[config.mk]
export PLATFORM = sky130hd
export DESIGN_NAME = or_accum16
export DESIGN_NICKNAME = d
export VERILOG_FILES = /design/src/rtl/or_accum16.sv
export SDC_FILE = /design/constraint.sdc
export NUM_CORES = 1
export LEC_CHECK = 0
export ABC_AREA = 0
export ABC_CLOCK_PERIOD_IN_PS = 1900
export CORE_MARGIN = 2
export CORE_UTILIZATION = 38
export DETAILED_ROUTE_END_ITERATION = 10
export PLACE_DENSITY_LB_ADDON = 0.3
export SLEW_MARGIN = 0
export SYNTH_ARGS = -nofsm -noshare
export SYNTH_HDL_FRONTEND = slang
export SYNTH_SLANG_ARGS = --single-unit
[constraint.sdc]
create_clock -name clk -period 1.9 [get_ports clk]
set_clock_uncertainty 0.05 [all_clocks]
set_input_delay 0.38 -clock clk [delete_from_list [all_inputs] [get_ports clk]]
set_output_delay 0.38 -clock clk [all_outputs]
set_load 0.05 [all_outputs]
[src/rtl/or_accum16.sv]
// or_accum16: OR-accumulates a burst of COUNT words from the 16-bit OR stage
// and presents the accumulated mask on a registered valid/ready output.
// Optional build macro OR_ACCUM16_PARITY_EN adds out_parity, the XOR-reduction
// of the captured result word, registered alongside out_data.
// Legal configuration: 1 <= COUNT <= 255 and 2**CNT_W > COUNT.
module or_accum16 #(
    parameter int unsigned WIDTH = 16,
    parameter int unsigned COUNT = 4,
    parameter int unsigned CNT_W = 8
) (
    input  logic             clk,
    input  logic             rst_n,
    input  logic             clear,
    input  logic             in_valid,
    output logic             in_ready,
    input  logic [WIDTH-1:0] in_data,
    output logic             out_valid,
    input  logic             out_ready,
    output logic [WIDTH-1:0] out_data,
    output logic [CNT_W-1:0] beat_cnt
`ifdef OR_ACCUM16_PARITY_EN
    ,
    output logic             out_parity
`endif
);

    typedef enum logic {
        ST_ACC  = 1'b0,
        ST_HOLD = 1'b1
    } state_e;

    localparam logic [CNT_W-1:0] LAST_BEAT = CNT_W'(COUNT - 1);

    state_e             state_q,     state_d;
    logic [WIDTH-1:0]   acc_q,       acc_d;
    logic [CNT_W-1:0]   beat_cnt_q,  beat_cnt_d;
    logic [WIDTH-1:0]   out_data_q,  out_data_d;
    logic               out_valid_q, out_valid_d;
`ifdef OR_ACCUM16_PARITY_EN
    logic               parity_q,    parity_d;
`endif

    logic               accept;
    logic               xfer;
    logic               last_beat;
    logic [WIDTH-1:0]   acc_or;

    // Handshake decode and the running OR including the word on the input.
    always_comb begin
        in_ready  = (state_q == ST_ACC) && !clear;
        accept    = in_valid && in_ready;
        xfer      = out_valid_q && out_ready;
        last_beat = (beat_cnt_q == LAST_BEAT);
        acc_or    = acc_q | in_data;
    end

    // Next-state logic: clear overrides everything, then ACC/HOLD behaviour.
    always_comb begin
        state_d     = state_q;
        acc_d       = acc_q;
        beat_cnt_d  = beat_cnt_q;
        out_data_d  = out_data_q;
        out_valid_d = out_valid_q;
`ifdef OR_ACCUM16_PARITY_EN
        parity_d    = parity_q;
`endif
        if (clear) begin
            // A pending result is dropped but out_data (and parity) keep their value.
            state_d     = ST_ACC;
            acc_d       = '0;
            beat_cnt_d  = '0;
            out_valid_d = 1'b0;
        end else begin
            unique case (state_q)
                ST_ACC: begin
                    if (accept) begin
                        if (last_beat) begin
                            out_data_d  = acc_or;
                            out_valid_d = 1'b1;
`ifdef OR_ACCUM16_PARITY_EN
                            parity_d    = ^acc_or;
`endif
                            acc_d       = '0;
                            beat_cnt_d  = '0;
                            state_d     = ST_HOLD;
                        end else begin
                            acc_d       = acc_or;
                            beat_cnt_d  = beat_cnt_q + CNT_W'(1);
                        end
                    end
                end
                ST_HOLD: begin
                    // No bypass: in_ready only returns the cycle after transfer.
                    if (xfer) begin
                        out_valid_d = 1'b0;
                        state_d     = ST_ACC;
                    end
                end
                default: begin
                    state_d = ST_ACC;
                end
            endcase
        end
    end

    // State and datapath registers, asynchronously reset to an empty burst.
    always_ff @(posedge clk or negedge rst_n) begin
        if (!rst_n) begin
            state_q     <= ST_ACC;
            acc_q       <= '0;
            beat_cnt_q  <= '0;
            out_data_q  <= '0;
            out_valid_q <= 1'b0;
        end else begin
            state_q     <= state_d;
            acc_q       <= acc_d;
            beat_cnt_q  <= beat_cnt_d;
            out_data_q  <= out_data_d;
            out_valid_q <= out_valid_d;
        end
    end

`ifdef OR_ACCUM16_PARITY_EN
    // Parity of the captured result, updated only when out_data is captured.
    always_ff @(posedge clk or negedge rst_n) begin
        if (!rst_n) begin
            parity_q <= 1'b0;
        end else begin
            parity_q <= parity_d;
        end
    end

    assign out_parity = parity_q;
`endif

    assign out_valid = out_valid_q;
    assign out_data  = out_data_q;
    assign beat_cnt  = beat_cnt_q;

endmodule

# [Yosys cells after proc, flatten, opt, wreduce, memory -nomap -nowiden]
# Index checks and enable logic that the tools add are counted.
[word_totals] reg_bits=42 latch_bits=0 mem_bits_rw=0 mem_bits_ro=0 input_bits=21 out_inout_bits=26 word_cells=40 n_memories=0
[classes] n_addsub=1 mul=0 div_mod_pow=0 n_lt_le_gt_ge=0 n_eq_ne=5 shifts=0 muxes=18 bitwise=3 reduce_logical=8
[op_table] operator="two-way mux 16 bit" n=4
[op_table] operator="two-way mux 8 bit" n=4
[op_table] operator="OR 16 bit" n=1
[op_table] operator="adder 8 x 1 -> 8 bit, second input constant" n=1
[op_table] operator="== test 8 x 2 -> 1 bit, second input constant" n=1
[op_table] operator="two-way mux 1 bit" n=8
[op_table] operator="!= test 3 bit, second input constant" n=2
[op_table] operator="case mux 1 bit (2 select lines)" n=2
[op_table] operator="AND reduction 4 bit" n=1
[op_table] operator="logical AND 1 bit" n=3
[op_table] operator="!= test 3 x 2 -> 1 bit, second input constant" n=1
[op_table] operator="AND reduction 3 bit" n=1
[op_table] operator="!= test 2 bit, second input constant" n=1
[op_table] operator="NOT 1 bit" n=2
[op_table] operator="AND reduction 2 bit" n=1
[op_table] operator="nonzero test 2 bit" n=1
[op_table] operator="logical NOT 1 bit" n=1

# [Longest topological paths before layout]
[depth] depth_word=6 mapped_depth=7 depth_no_buf=5

# [Worst setup path after synthesis]
# Ideal clock, no wire load.
[synth_timing] kind="flip-flop to flip-flop" from="register state_q" to="register out_data_q[13], in the netlist out_data[13]" setup_ps=120 t_arrival_ps=1825 required_time_ps=1730 path_slack_ps=-95 stages_incl_launch_ff=6 path_buffers=1 synth_period_minus_slack_ps=1995 path_cell_list="dfrtp_1 nor2_1 nand4_4 buf_4 nand2_1 o21ai_2"
[synth_between] elab_chain_len=4
[synth_rtl] element="start: declaration" line_no="34" rtl="state_e state_q, state_d;"
[synth_rtl] element="start signal: assignment" line_no="115" rtl="state_q <= state_d;"
[synth_rtl] element="NOT 1 bit (no line)"
[synth_rtl] element="logical AND 1 bit" line_no="50" rtl="in_ready = (state_q == ST_ACC) && !clear;"
[synth_rtl] element="named net in_ready" line_no="15" rtl="output logic in_ready,"
[synth_rtl] element="logical AND 1 bit" line_no="51" rtl="accept = in_valid && in_ready;"
[synth_rtl] element="AND reduction 4 bit (no line)"
[synth_rtl] element="end signal: assignment" line_no="118" rtl="out_data_q <= out_data_d;"
[synth_rtl] element="end: declaration" line_no="37" rtl="logic [WIDTH-1:0] out_data_q, out_data_d;"
# The timed path passes the listed nets, and every way through them passes these cells.
# A chain may end at the register's enable or synchronous reset.

# [Worst setup path in the final report]
[layout_timing] from="register out_data_q[0], in the netlist out_data[0]" to="output out_data[0]"
[layout_rtl] element="end: declaration" line_no="19" rtl="output logic [WIDTH-1:0] out_data,"
# No word-level cell between the ends.

==> flow_summary.json <==
{
  "grt.total_usage_pct": 15.1,
  "p_int_mw": 1.50,
  "path_cells": "clkdlybuf4s50_1",
  "final_nets": 250,
  "ys_ff_latch": 42,
  "crit_family": "buffers and inverters",
  "gp_congestion": 0.727,
  "yosysWarningCount": 0,
  "power_leakage_nw": 1.19,
  "yosysSeqAreaShare_pct": 57.0,
  "fillers": 461,
  "placed_cell_area_sq_um": 2340,
  "total_power_mw": 2.28,
  "grt_setup_unrepaired": "no",
  "syn_area_sq_um": 1840,
  "cts_buffer_depth": 2,
  "endpoint": "out_data[0]",
  "ant_nets": 0,
  "period_needed_ns": 1.86,
  "final-hold-violation-count": 10,
  "core_sq_um": 4690,
  "rr_worst_depth": 4,
  "die_h_um": 73.7,
  "cp_max_fo": 2,
  "regToRegSetupSlack_ns": 0.21,
  "grt_pass1_vias": 1316,
  "violations": "negative hold slack",
  "r2r-end": "acc_q[8]$_DFFE_PN0P_",
  "power_density_nw_per_um2": 940,
  "clkPwrFrac_pct": 23.6,
  "cp.buffers_inverters": 1,
  "relSlewSlack_pct": 66.5,
  "drive_above_1_share_pct": 27.5,
  "status": "finished, violations left",
  "fin_util_pct": 51.8,
  "worstPathRequired_ns": 1.47,
  "slowest_stage": "clkdlybuf4s50_1",
  "io_buffer_count": 46,
  "period_share_pct": 97.6,
  "cp.depth": 1,
  "r2r_start": "beat_cnt[0]$_DFFE_PN0P_",
  "synthCells": 173,
  "crit_path_max_incr_delay_ns": 0.80,
  "regArea_sq_um": 1050,
  "cts_buffers": 5,
  "die_area_sq_um": 5430,
  "insertedDiodeCount": 0,
  "multi_input_area_sq_um": 712,
  "final_cell_mix": "40 x nor2_1, 40 x dfrtp_1, 31 x buf_4, 20 x nand2_1, 20 x clkdlybuf4s50_1",
  "drt_wl_total_mm": 3.65,
  "synthToLayoutAreaGrowth_pct": 31.7,
  "switching_share_pct": 34.5,
  "cp-startpoint": "out_data[0]$_DFFE_PN0P_",
  "cp.arrival_ns": 1.43,
  "numClockSinks": 42,
  "hpwl_mm": 2.61,
  "setup_viol": 0,
  "layoutNonFillerInstCount": 283,
  "seqPwrFrac_pct": 46.6,
  "synth.distinct_cells": 29,
  "die_w_um": 73.7,
  "p_comb_share_pct": 29.8,
  "clk_latency_ns": 0.29,
  "via_count": 1359,
  "slew_violations": 0,
  "cp-end-kind": "output pin",
  "syn_avg_cell_area_sq_um": 10.7,
  "globalRouteOverflowTotal": 0,
  "drt-initial-drc-count": 70,
  "cts_tree": "done",
  "rows": 25,
  "cts_root_buf": "clkbuf_8",
  "initial_core_util_pct": 39.3,
  "drc": 0,
  "viasPerCell": 4.80,
  "grt_antenna_before_repair": 0,
  "grt_max_degree": 34,
  "fin_hold_ws_ns": -0.00557,
  "grt_first_pass_wirelength_mm": 6.09,
  "hold_class": "in -> async",
  "cap_violations": 0,
  "startpoint_type": "flip-flop",
  "ios": 47,
  "critical_path_class": "reg -> out",
  "synth_fp_nets": 195,
  "dpl.cell_count": 275,
  "p_sw_mw": 0.789,
  "fin_area_sq_um": 2430,
  "peakVddDrop_mv": 0.617,
  "clk_pin_slew_ns": 0.08,
  "routedWlPerCell_um": 12.9,
  "drt_first_pass_iters": 4,
  "htree_levels": 2,
  "worstMarginPinSlew_ns": 0.502,
  "clock.fmax_mhz": 539
}
## registers in the layout (all words and copies together) (netlist names)
signal and count:
beat_cnt 8, out_valid 1, acc_q 16, state_q 1, out_data 16
## power by group through the flow
stage               logic [mW]  clock network (mW)  registers, mW
finish                   0.681               0.539           1.06
global route             0.731               0.602           1.08
CTS                      0.689               0.564           1.07
detailed placement       0.688                   0           1.08
global placement         0.684                   0           1.08
floorplan                0.160                   0           1.36
## cell families (layout without fill, tap and decap cells)
kind of cell	after synthesis	count (layout)	synth area share [%]
AOI/OAI and AO/OA	44	44	16.3
muxes	1	1	0.611
adders and majority gates	1	1	0.678
and+or+nand+nor	71	71	18.5
DFF	42	42	57.0
buffers and inverters	9	65	4.54
xor gates and xnor gates	5	5	2.37
## synthesized netlist by cell type
cell type  instances  area [sq um]
dfrtp_1           42          1050
nor2_1            41           154
nand2_1           20          75.1
o21ai_1           12          60.1
a21oi_2           10          87.6
a21oi_1            8          40.0
buf_6              5          56.3
xor2_1             5          43.8
o21ai_2            4          35.0
buf_4              3          22.5
a31oi_1            2          12.5
and3_1             2          12.5
o2111ai_1          2          17.5
o21ai_0            2          10.0
a22o_1             1          8.76
a31o_2             1          8.76
a31oi_2            1          12.5
and4_1             1          8.76
buf_2              1          5.00
ha_1               1          12.5
mux2_2             1          11.3
nand3b_1           1          7.51
nand4_4            1          21.3
nor2b_4            1          13.8
nor3b_2            1          12.5
nor4_4             1          21.3
o211ai_1           1          7.51
or2_1              1          6.26
or3b_1             1          8.76
## repair_timing
action                                 CTS  global route
resized for setup                        0             3
setup buffers                            0             0
hold buffers                             0             0
setup endpoints to repair                0             3
endpoints found under the hold margin    0             0
## how the worst min path moves through the flow
stage | depth (start not counted) | from | end | slack (ns)
floorplan | 0 | rst_n | acc_q[0]$_DFFE_PN0P_ | 0.03
global placement | 1 | rst_n | beat_cnt[6]$_DFFE_PN0P_ | 0.32
detailed placement | 1 | rst_n | beat_cnt[6]$_DFFE_PN0P_ | 0.32
CTS | 1 | rst_n | beat_cnt[6]$_DFFE_PN0P_ | 0.004
global route | 1 | rst_n | beat_cnt[1]$_DFFE_PN0P_ | 0.02
finish | 1 | rst_n | beat_cnt[1]$_DFFE_PN0P_ | -0.006
## per-stage QoR
| stage | hold slack (ns) | setup slack [ns] | setup TNS [ns] |
|---|---|---|---|
| final | -0.00557 | 0.0450 | 0 |
| after global routing | 0.0192 | 0.00166 | 0 |
| after CTS | 0.00433 | 0.00873 | 0 |
| after detailed placement | 0.324 | -0.00970 | -0.00970 |
| after global placement | 0.321 | 0.0477 | 0 |
| after floorplan | 0.0344 | 0.115 | 0 |
## layer usage
| layer | up-vias | routed length, um | share of wire (%) | global-route usage (%) |
|---|---|---|---|---|
| met5 | - | 0 | 0 | 0 |
| met1 | 628 | 1590 | 44 | 18.9 |
| met2 | 31 | 1820 | 50 | 24.0 |
| met3 | 5 | 183 | 5.0 | 4.66 |
| met4 | 0 | 61 | 1.7 | 6.67 |
| li1 | 695 | - | - | - |
## layout make-up
cell class                      instances  share of cell area [%]
Tap cell                               54                    2.78
Clock buffer                            8                    3.30
Sequential cell                        42                    43.4
Timing Repair Buffer                   57                    21.2
Multi-Input combinational cell        122                    29.3
(Power assumes the default switching activity.)
